--- src/rtl/mth_vcdl_accum_if.sv ---
// Handshake and data bundle for mth_vcdl_accum.
//   master: the producer/consumer side. It drives the operands (in_valid, a, b, mode, clr)
//           and out_ready.
//   slave : the accumulator side. It drives in_ready, out_valid, sum, carry and ovf_sticky.
interface mth_vcdl_accum_if #(
   parameter int unsigned WIDTH = 8
);
   logic             in_valid;
   logic             in_ready;
   logic [WIDTH-1:0] a;
   logic [WIDTH-1:0] b;
   logic [1:0]       mode;
   logic             clr;
   logic             out_valid;
   logic             out_ready;
   logic [WIDTH-1:0] sum;
   logic             carry;
   logic             ovf_sticky;

   modport master (
      output in_valid, a, b, mode, clr, out_ready,
      input  in_ready, out_valid, sum, carry, ovf_sticky
   );

   modport slave (
      input  in_valid, a, b, mode, clr, out_ready,
      output in_ready, out_valid, sum, carry, ovf_sticky
   );
endinterface

--- src/rtl/mth_vcdl_accum.sv ---
// mth_vcdl_accum: a registered add/accumulate unit with four selectable modes. It uses
// valid/ready flow control and reports overflow, both per operation and as a sticky flag.
// It accumulates the delay-line codes used for averaging or calibration.
// Ports:
//   clk  - single clock; all state updates on the rising edge
//   rst  - asynchronous, active-high reset
//   bus  - mth_vcdl_accum_if.slave: in_valid/in_ready, a, b, mode, clr,
//          out_valid/out_ready, sum, carry, ovf_sticky
// Modes: 0=ADD_WRAP 1=ADD_SAT 2=ACC_WRAP 3=ACC_SAT. In the ACC modes, sum is the
// upper WIDTH bits of the accumulator.
module mth_vcdl_accum #(
   parameter int unsigned WIDTH = 8,
   parameter int unsigned ACC_W = 12
) (
   input  logic                clk,
   input  logic                rst,
   mth_vcdl_accum_if.slave     bus
);

   if (ACC_W < WIDTH + 1) begin : g_bad_acc_w
      $error("mth_vcdl_accum: ACC_W must be >= WIDTH+1");
   end

   typedef enum logic [1:0] {
      ADD_WRAP = 2'd0,
      ADD_SAT  = 2'd1,
      ACC_WRAP = 2'd2,
      ACC_SAT  = 2'd3
   } mode_e;

   logic             out_valid_q;
   logic [WIDTH-1:0] sum_q;
   logic             carry_q;
   logic             sticky_q;
   logic [ACC_W-1:0] acc_q;

   logic             in_ready;
   logic             accept;
   mode_e            op_mode;
   logic             is_acc;
   logic             is_sat;
   logic [WIDTH:0]   s;
   logic [ACC_W-1:0] base;
   logic [ACC_W:0]   t;
   logic [ACC_W-1:0] acc_nxt;
   logic [WIDTH-1:0] sum_nxt;
   logic             carry_nxt;
   logic             sticky_nxt;

   assign in_ready       = !out_valid_q || bus.out_ready;
   assign accept         = bus.in_valid && in_ready;

   assign bus.in_ready   = in_ready;
   assign bus.out_valid  = out_valid_q;
   assign bus.sum        = sum_q;
   assign bus.carry      = carry_q;
   assign bus.ovf_sticky = sticky_q;

   always_comb begin
      op_mode    = mode_e'(bus.mode);
      is_acc     = (op_mode == ACC_WRAP) || (op_mode == ACC_SAT);
      is_sat     = (op_mode == ADD_SAT)  || (op_mode == ACC_SAT);
      s          = {1'b0, bus.a} + {1'b0, bus.b};
      // clr zeroes the accumulator in every mode. In the ACC modes this makes the
      // accumulation restart from 0 in the same operation.
      base       = bus.clr ? '0 : acc_q;
      t          = {1'b0, base} + {{(ACC_W - WIDTH){1'b0}}, s};
      acc_nxt    = base;
      carry_nxt  = s[WIDTH];
      sum_nxt    = (is_sat && s[WIDTH]) ? '1 : s[WIDTH-1:0];
      if (is_acc) begin
         carry_nxt = t[ACC_W];
         acc_nxt   = (is_sat && t[ACC_W]) ? '1 : t[ACC_W-1:0];
         sum_nxt   = acc_nxt[ACC_W-1 -: WIDTH];
      end
      // Overflow wins over a same-cycle clr.
      sticky_nxt = (bus.clr ? 1'b0 : sticky_q) | carry_nxt;
   end

   always_ff @(posedge clk or posedge rst) begin
      if (rst) begin
         out_valid_q <= 1'b0;
         sum_q       <= '0;
         carry_q     <= 1'b0;
         sticky_q    <= 1'b0;
         acc_q       <= '0;
      end else if (accept) begin
         out_valid_q <= 1'b1;
         sum_q       <= sum_nxt;
         carry_q     <= carry_nxt;
         sticky_q    <= sticky_nxt;
         acc_q       <= acc_nxt;
      end else if (bus.out_ready) begin
         out_valid_q <= 1'b0;
      end
   end

endmodule
--- src/flat_wrapper.sv ---
// flat-port wrapper written by rule: the top's interface ports become plain ports
module mth_vcdl_accum_flat 
#(
   parameter int unsigned WIDTH = 8,
   parameter int unsigned ACC_W = 12
)
  (clk, rst, bus_in_valid, bus_a, bus_b, bus_mode, bus_clr, bus_out_ready, bus_in_ready, bus_out_valid, bus_sum, bus_carry, bus_ovf_sticky);
  mth_vcdl_accum_if #(.WIDTH(WIDTH)) bus_i ();
  input  logic clk;
  input  logic rst;
  input wire logic [$bits(bus_i.in_valid)-1:0] bus_in_valid;
  input wire logic [$bits(bus_i.a)-1:0] bus_a;
  input wire logic [$bits(bus_i.b)-1:0] bus_b;
  input wire logic [$bits(bus_i.mode)-1:0] bus_mode;
  input wire logic [$bits(bus_i.clr)-1:0] bus_clr;
  input wire logic [$bits(bus_i.out_ready)-1:0] bus_out_ready;
  output wire logic [$bits(bus_i.in_ready)-1:0] bus_in_ready;
  output wire logic [$bits(bus_i.out_valid)-1:0] bus_out_valid;
  output wire logic [$bits(bus_i.sum)-1:0] bus_sum;
  output wire logic [$bits(bus_i.carry)-1:0] bus_carry;
  output wire logic [$bits(bus_i.ovf_sticky)-1:0] bus_ovf_sticky;
  assign bus_i.in_valid = bus_in_valid;
  assign bus_i.a = bus_a;
  assign bus_i.b = bus_b;
  assign bus_i.mode = bus_mode;
  assign bus_i.clr = bus_clr;
  assign bus_i.out_ready = bus_out_ready;
  assign bus_in_ready = bus_i.in_ready;
  assign bus_out_valid = bus_i.out_valid;
  assign bus_sum = bus_i.sum;
  assign bus_carry = bus_i.carry;
  assign bus_ovf_sticky = bus_i.ovf_sticky;
  mth_vcdl_accum #(.WIDTH(WIDTH), .ACC_W(ACC_W)) u_core (.clk(clk), .rst(rst), .bus(bus_i));
endmodule
--- config.mk ---
export PLATFORM = sky130hd
export DESIGN_NAME = mth_vcdl_accum_flat
export DESIGN_NICKNAME = d
export VERILOG_FILES = /design/src/rtl/mth_vcdl_accum_if.sv /design/src/rtl/mth_vcdl_accum.sv /design/src/flat_wrapper.sv
export SDC_FILE = /design/constraint.sdc
export NUM_CORES = 1
export LEC_CHECK = 0
export ABC_AREA = 1
export ABC_CLOCK_PERIOD_IN_PS = 6000
export CAP_MARGIN = 20
export CORE_MARGIN = 2
export CORE_UTILIZATION = 59
export DETAILED_ROUTE_END_ITERATION = 8
export PLACE_DENSITY = 0.95
export RECOVER_POWER = 25
export SKIP_LAST_GASP = 1
export SYNTH_ARGS = -nofsm -noshare
export SYNTH_HDL_FRONTEND = slang
export SYNTH_SLANG_ARGS = --single-unit
--- constraint.sdc ---
create_clock -name clk -period 6 [get_ports clk]
set_clock_uncertainty 0.1 [all_clocks]
set_input_delay 1.2 -clock clk [delete_from_list [all_inputs] [get_ports clk]]
set_output_delay 1.2 -clock clk [all_outputs]
set_load 0.05 [all_outputs]
==> results.cfg, run 1 <==
[yosys]
syn_area_mm2 = 0.00221
yosysTopAreaCell = dfrtp_1
syn_inst = 338
synthAdderAreaFrac_pct = 11.4
synth-compound-area-share_pct = 10.3
synthMuxAreaShare_pct = 0
syn_area_per_cell_um2 = 6.53
synthSimpleGateAreaFrac_pct = 37.5
ys_seq_area_share_pct = 26.1
syn_nets = 380
synth_top_family_by_area = simple AND/OR/NAND/NOR gates
synthTopCellsByArea = dfrtp_1 26%, nand2_1 20%, ha_1 9.6%, inv_1 7.6%, nand3_1 6.1%
yosysWarnings = 0
synth_xor_area_share_pct = 3.17
synthDominantCellAreaShare_pct = 26.1
yosysUniqueCellTypes = 33
synth_seq_cells = 23

[detailed_routing]
num_vias = 2217
drt_pass1_iterations = 4
antenna_left = 0
routed_wl_mm = 5.41
viasPerCell = 5.34
routedWlPerCell_um = 13.0
drc = 0
drt_iter0_drc = 140

[min_path]
hold_end = u_core.bus.sum[2]$_DFFE_PP0P_
whs_path_depth = 2
hp-start = u_core.bus.sum[2]$_DFFE_PP0P_
hold_path.class = reg -> reg

[clocking]
cts_setup_buffers = 0
cts_buffers = 3
clk_pin_slew_ns = 0.07
hold_buffers = 0
cts_resized = 0
clk_path_buf_depth = 2
cts_max_level = 1
insertion_delay_ns = 0.26
cts-root-buf = clkbuf_8
numClockSinks = 23
tritoncts = built

[setup_path]
cp_cell_sequence = clkdlybuf4s50_1 > ha_1 > fa_1 > nand3_1 > nand3_1 > nand3_1 > nand2_1 > nand2_1 > nand2_1 > ha_1 > nand2_2 > inv_1 > nand2_1 > nand2_1 > nand2_1 > nand3_2 > nand2_2 > nand2_1 > nand2_1 > o21ai_0 > nand2_1 > nand2_1
worst-path-buf-inv = 2
crit_fanout = 12
slowest_stage = clkdlybuf4s50_1
cp_top_family = simple AND/OR/NAND/NOR gates
end_kind = flop
reg2reg_slack_ns = 3.53
path_class = in -> reg
rr_worst_depth = 14
crit_arrival_ns = 4.27
cp-start-kind = input port
reg2reg_to = u_core.bus.sum[2]$_DFFE_PP0P_
required_ns = 6.05
cpPeakStageDelay_ns = 0.43
timing.rr.start = u_core.acc_q[0]$_DFFE_PP0P_
cpMostUsedCell = nand2_1

[floorplanning]
dieHeight_um = 65.2
io_pins = 35
die_area_mm2 = 0.00425
rows = 22
die_x_um = 65.2
start_util_pct = 60.8
coreArea_mm2 = 0.00363

[place]
place_inst = 411
portBuffers = 34
gp_congestion = 0.977
dpl.hpwl_mm = 4.40

[global_routing]
grt_use_total_pct = 28.1
grt_max_degree = 26
grt_first_pass_wirelength_mm = 9.34
gr-total-overflow = 0
grt_pass1_vias = 2168
antenna_found_initial = 0

[run_status]
status = completed

[layout]
nFillCells = 339
drive_above_1_share_pct = 5.45
num_antenna_cells = 0
multi_input_area_mm2 = 0.00138
area_growth_pct = 16.8
final_nets = 410
final_cell_mix = 119 x nand2_1, 45 x inv_1, 33 x clkdlybuf4s50_1
layout_commonest_cell = nand2_1
fin_cells = 415
seqCellArea_um2 = 576

[sta]
tightest_slew_ns = 0.852
hold_viol_final = 0
fin_crit_ns = 4.21
max_freq_mhz = 237
setup_tns_ns = 0
relSlewSlack_pct = 43.1
drv_slew = 0
grt_setup_unrepaired = false
finalCritPeriodShare_pct = 70.2
setup_viol = 0

[pwr]
leakagePower_nw = 1.42
powerDensity_mw_per_mm2 = 284
irDropWorstVdd_v = 0.000280

[flow_run]
drv_cap = 0
[where the power goes]
part	total [mW]	internal (mW)	switching [mW]
Clock	0.0948	0.0473	0.0475
Sequential	0.213	0.193	0.0206
Combinational	0.424	0.152	0.272
Total	0.732	0.392	0.340
[synthesized netlist by cell type (all sizes together)]
library cell and n:
a21oi 18, o21bai 1, a31oi 4, xor2 2, a21boi 1, nand2 124, nand4 2, fa 2
dfrtp 23, xnor2 6, clkbuf 1, nand3 33, o211ai 3, a22oi 2, nor2 32, inv 47
ha 17, o21ai 8, o21a 1, nand3b 1, buf 8, clkinv 1, nor3 1
[cell families (layout without fill, tap and decap cells)]
| group | Yosys count | in the layout |
|---|---|---|
| simple gates | 193 | 193 |
| compound gates | 38 | 38 |
| buf+inv | 57 | 86 |
| flops | 23 | 23 |
| fa+ha+maj | 19 | 19 |
| xor+xnor | 8 | 8 |
[through the flow]
stage	instance area, um^2	hold WS (ns)	power, mW	util [%]	worst slack (ns)
floorplan	2210	0.349	0.524	-	2.37
global placement	2530	0.364	0.624	69.7	1.65
detailed placement	2530	0.364	0.634	69.7	1.55
CTS	2580	0.384	0.729	71.0	1.81
global route	2580	0.418	0.789	71.0	1.55
finish	2580	0.383	0.732	71.0	1.79
[cell type report]
type	instances	area share, %
multi-input combinational	258	53.4
sequential	23	22.3
timing repair buffer	34	13.2
inverter	48	6.99
tap	48	2.33
clock buffer	4	1.75
[worst max path at each step]
stage          startpoint                            end  slack (ns)  cells past startpoint
2_1_floorplan    bus_b[0]  u_core.bus.sum[5]$_DFFE_PP0P_        2.37                     22
3_5_place_dp     bus_a[0]  u_core.bus.sum[2]$_DFFE_PP0P_        1.55                     22
4_1_cts          bus_a[0]  u_core.bus.sum[2]$_DFFE_PP0P_        1.81                     22
5_1_grt          bus_a[0]  u_core.bus.sum[7]$_DFFE_PP0P_        1.55                     22
3_3_place_gp     bus_b[0]  u_core.bus.sum[2]$_DFFE_PP0P_        1.65                     22
6_report         bus_a[0]  u_core.bus.sum[2]$_DFFE_PP0P_        1.79                     22
[registers in the layout (all words and copies together) (netlist names)]
| signal | flops |
|---|---|
| u_core.bus.ovf_sticky | 1 |
| u_core.bus.out_valid | 1 |
| u_core.bus.sum | 8 |
| u_core.bus.carry | 1 |
| u_core.acc_q | 12 |
[per-layer routing]
| layer | global-route usage [%] | up-vias | wire [um] |
|---|---|---|---|
| met2 | 49.9 | 65 | 2650 |
| met3 | 4.28 | 20 | 239 |
| li1 | - | 1124 | - |
| met4 | 11.7 | 0 | 212 |
| met5 | 0 | - | 0 |
| met1 | 33.6 | 1008 | 2300 |
[worst reg2reg max path, cell delays in order (launching register included)]
cell,delay [ns]
dfrtp_1,0.37
inv_1,0.06
nor2_1,0.05
ha_1,0.26
fa_1,0.44
nand3_2,0.09
nand3_2,0.10
nand3_1,0.12
nand3_2,0.08
nand2_2,0.23
nand2_1,0.09
nand2_1,0.09
o21ai_0,0.13
nand2_1,0.10
nand2_1,0.05
No activity file was read; power rests on OpenSTA's default activity.
==> run 2, diff against run 1 <==
- ABC_CLOCK_PERIOD_IN_PS: 6000 -> 3690
- CORE_UTILIZATION: 59 -> 49
- PLACE_DENSITY: 0.95 -> 0.87
- clock period: 6 -> 3.69 ns (I/O delays scaled with it)
==> run 2 against run 1 <==
Effect of this change:
- total power increased by 72%
- final cell count increased by 6.5%
- largest cell class unchanged
- die area increased by 19%
- clock power increased by 64%
- hold slack got worse by 0.0021 ns
- first-iteration DRC count decreased by 11%
- global-route usage decreased by 6.1 points
- highest routed layer unchanged
- combinational power increased by 79%
==> results.cfg, run 2 (same netlist as run 1, synthesis figures left out) <==
[sta]
finalCritPeriodShare_pct = 93.6
setup_viol = 0
relSlewSlack_pct = 44.6
whs_ns = 0.381
drv_slew = 0
hold_viol_final = 0
worst_slack_ns = 0.234
tightest_slew_ns = 0.829
fin_crit_ns = 3.46
max_freq_mhz = 289

[layout]
area_growth_pct = 26.6
largest_register_ffs = 12
finish.utilization_pct = 64.2
final_nets = 433
num_antenna_cells = 0
layout_commonest_cell = nand2_1
drive_above_1_share_pct = 12.6
nFillCells = 403
multi_input_area_mm2 = 0.00142
top_register = u_core.acc_q
final_cell_mix = 118 x nand2_1, 45 x inv_1, 33 x clkdlybuf4s50_1
seqCellArea_um2 = 576

[clocking]
cts_max_level = 1
cts_buffers = 3
tritoncts = built
cts-root-buf = clkbuf_8
numClockSinks = 23
clk_pin_slew_ns = 0.08
clk_path_buf_depth = 2
insertion_delay_ns = 0.26

[floorplanning]
dieHeight_um = 71.1
die_x_um = 71.1
start_util_pct = 50.7
io_pins = 35
coreArea_mm2 = 0.00435
die_area_mm2 = 0.00506
rows = 24

[setup_path]
startpoint = bus_b[0]
cp_cell_sequence = clkdlybuf4s50_1 > ha_2 > fa_1 > nand3_1 > nand3_2 > nand3_2 > nand2_1 > nand2_1 > nand2_1 > ha_4 > buf_4 > nand2_1 > nand2_1 > a21oi_1 > nand3_1 > nand2_1 > nand3_2 > nand2_1 > nand2_1 > nand2_1 > nand2_1
required_ns = 3.75
cp_top_family = simple AND/OR/NAND/NOR gates
path_class = in -> reg
cpMostUsedCell = nand2_1
cpPeakStageDelay_ns = 0.42
end_kind = flop
crit_fanout = 3
worst-path-buf-inv = 2
crit_arrival_ns = 3.52
slowest_stage = clkdlybuf4s50_1
cp-start-kind = input port
timing.rr.start = u_core.acc_q[0]$_DFFE_PP0P_

[run_status]
status = completed

[place]
dpl.hpwl_mm = 4.40
place_ws_ns = -0.148
portBuffers = 34
gp_congestion = 0.997

[min_path]
hold_path.class = reg -> reg
hp-start = u_core.acc_q[5]$_DFFE_PP0P_

[detailed_routing]
viasPerCell = 5.10
drc = 0
antenna_left = 0
routed_wl_mm = 5.46
drt_iter0_drc = 124
routedWlPerCell_um = 12.4
num_vias = 2253
drt_pass1_iterations = 4

[global_routing]
gr-total-overflow = 0
grt_pass1_vias = 2100
antenna_found_initial = 0
grt_use_total_pct = 22.0
grt_first_pass_wirelength_mm = 8.98
grt_max_degree = 26

[pwr]
irDropWorstVdd_v = 0.000314
powerDensity_mw_per_mm2 = 451
leakagePower_nw = 1.54
p_total_mw = 1.26

[flow_run]
drv_cap = 0
## run 2: final timing paths
kind	end	slack, ns	cells past startpoint
max in group asynchronous	u_core.acc_q[5]$_DFFE_PP0P_	2.01	2
min in group asynchronous	u_core.bus.sum[0]$_DFFE_PP0P_	0.97	2
setup reg to reg	u_core.bus.sum[2]$_DFFE_PP0P_	1.38	14
hold reg to reg	u_core.acc_q[5]$_DFFE_PP0P_	0.38	2
setup / recovery	u_core.bus.sum[5]$_DFFE_PP0P_	0.23	21
hold / removal	u_core.acc_q[5]$_DFFE_PP0P_	0.38	2
## run 2: final cells by class
class	count	area share, %
Multi-Input combinational cell	258	50.7
Timing Repair Buffer	57	18.3
Clock buffer	4	1.61
Inverter	48	6.44
Sequential cell	23	20.6
Tap cell	52	2.33
## run 2: worst register-to-register path: cells and delay by family (launching register included)
family                   cells  cell delay, ns
AO/OA/AOI/OAI                1            0.08
adder cells (fa/ha/maj)      2            0.69
buffers and inverters        1            0.06
flip-flops                   1            0.36
AND/OR/NAND/NOR             10            0.89
## run 2: metrics by stage
stage	TNS [ns]	area (um^2)	cells
2_1_floorplan	0	2210	338
3_3_place_gp	-0.118	2710	438
3_5_place_dp	-1.48	2710	438
4_1_cts	0	2760	442
5_1_grt	-0.00768	2800	442
6_report	0	2800	442
## run 2: where the power goes
group / internal (mW) / total, mW / leakage [nW] / switching (mW)
Sequential: 0.313 / 0.345 / 0.277 / 0.0323
Combinational: 0.307 / 0.761 / 1.25 / 0.454
Clock: 0.0771 / 0.155 / 0.0228 / 0.0780
Total: 0.697 / 1.26 / 1.54 / 0.564
## run 2: timing repair
action | in CTS | in global routing
setup endpoints to repair | 0 | 20
buffers inserted | 0 | 0
gates resized for setup | 0 | 8
hold buffers | 0 | 0
## run 2: per-layer routing
layer	up-vias	part of all wire, %	GRT usage [%]
met1	1014	45	28.4
met2	57	48	39.3
met4	0	1.2	4.19
met5	-	0	0
met3	6	5.2	3.28
li1	1176	-	-
==> run 3, diff against run 2 <==
- ABC_CLOCK_PERIOD_IN_PS: 3690 -> not set
==> results of run 3 <==
The final DEF is identical to that of run 2; final timing and power are the same.
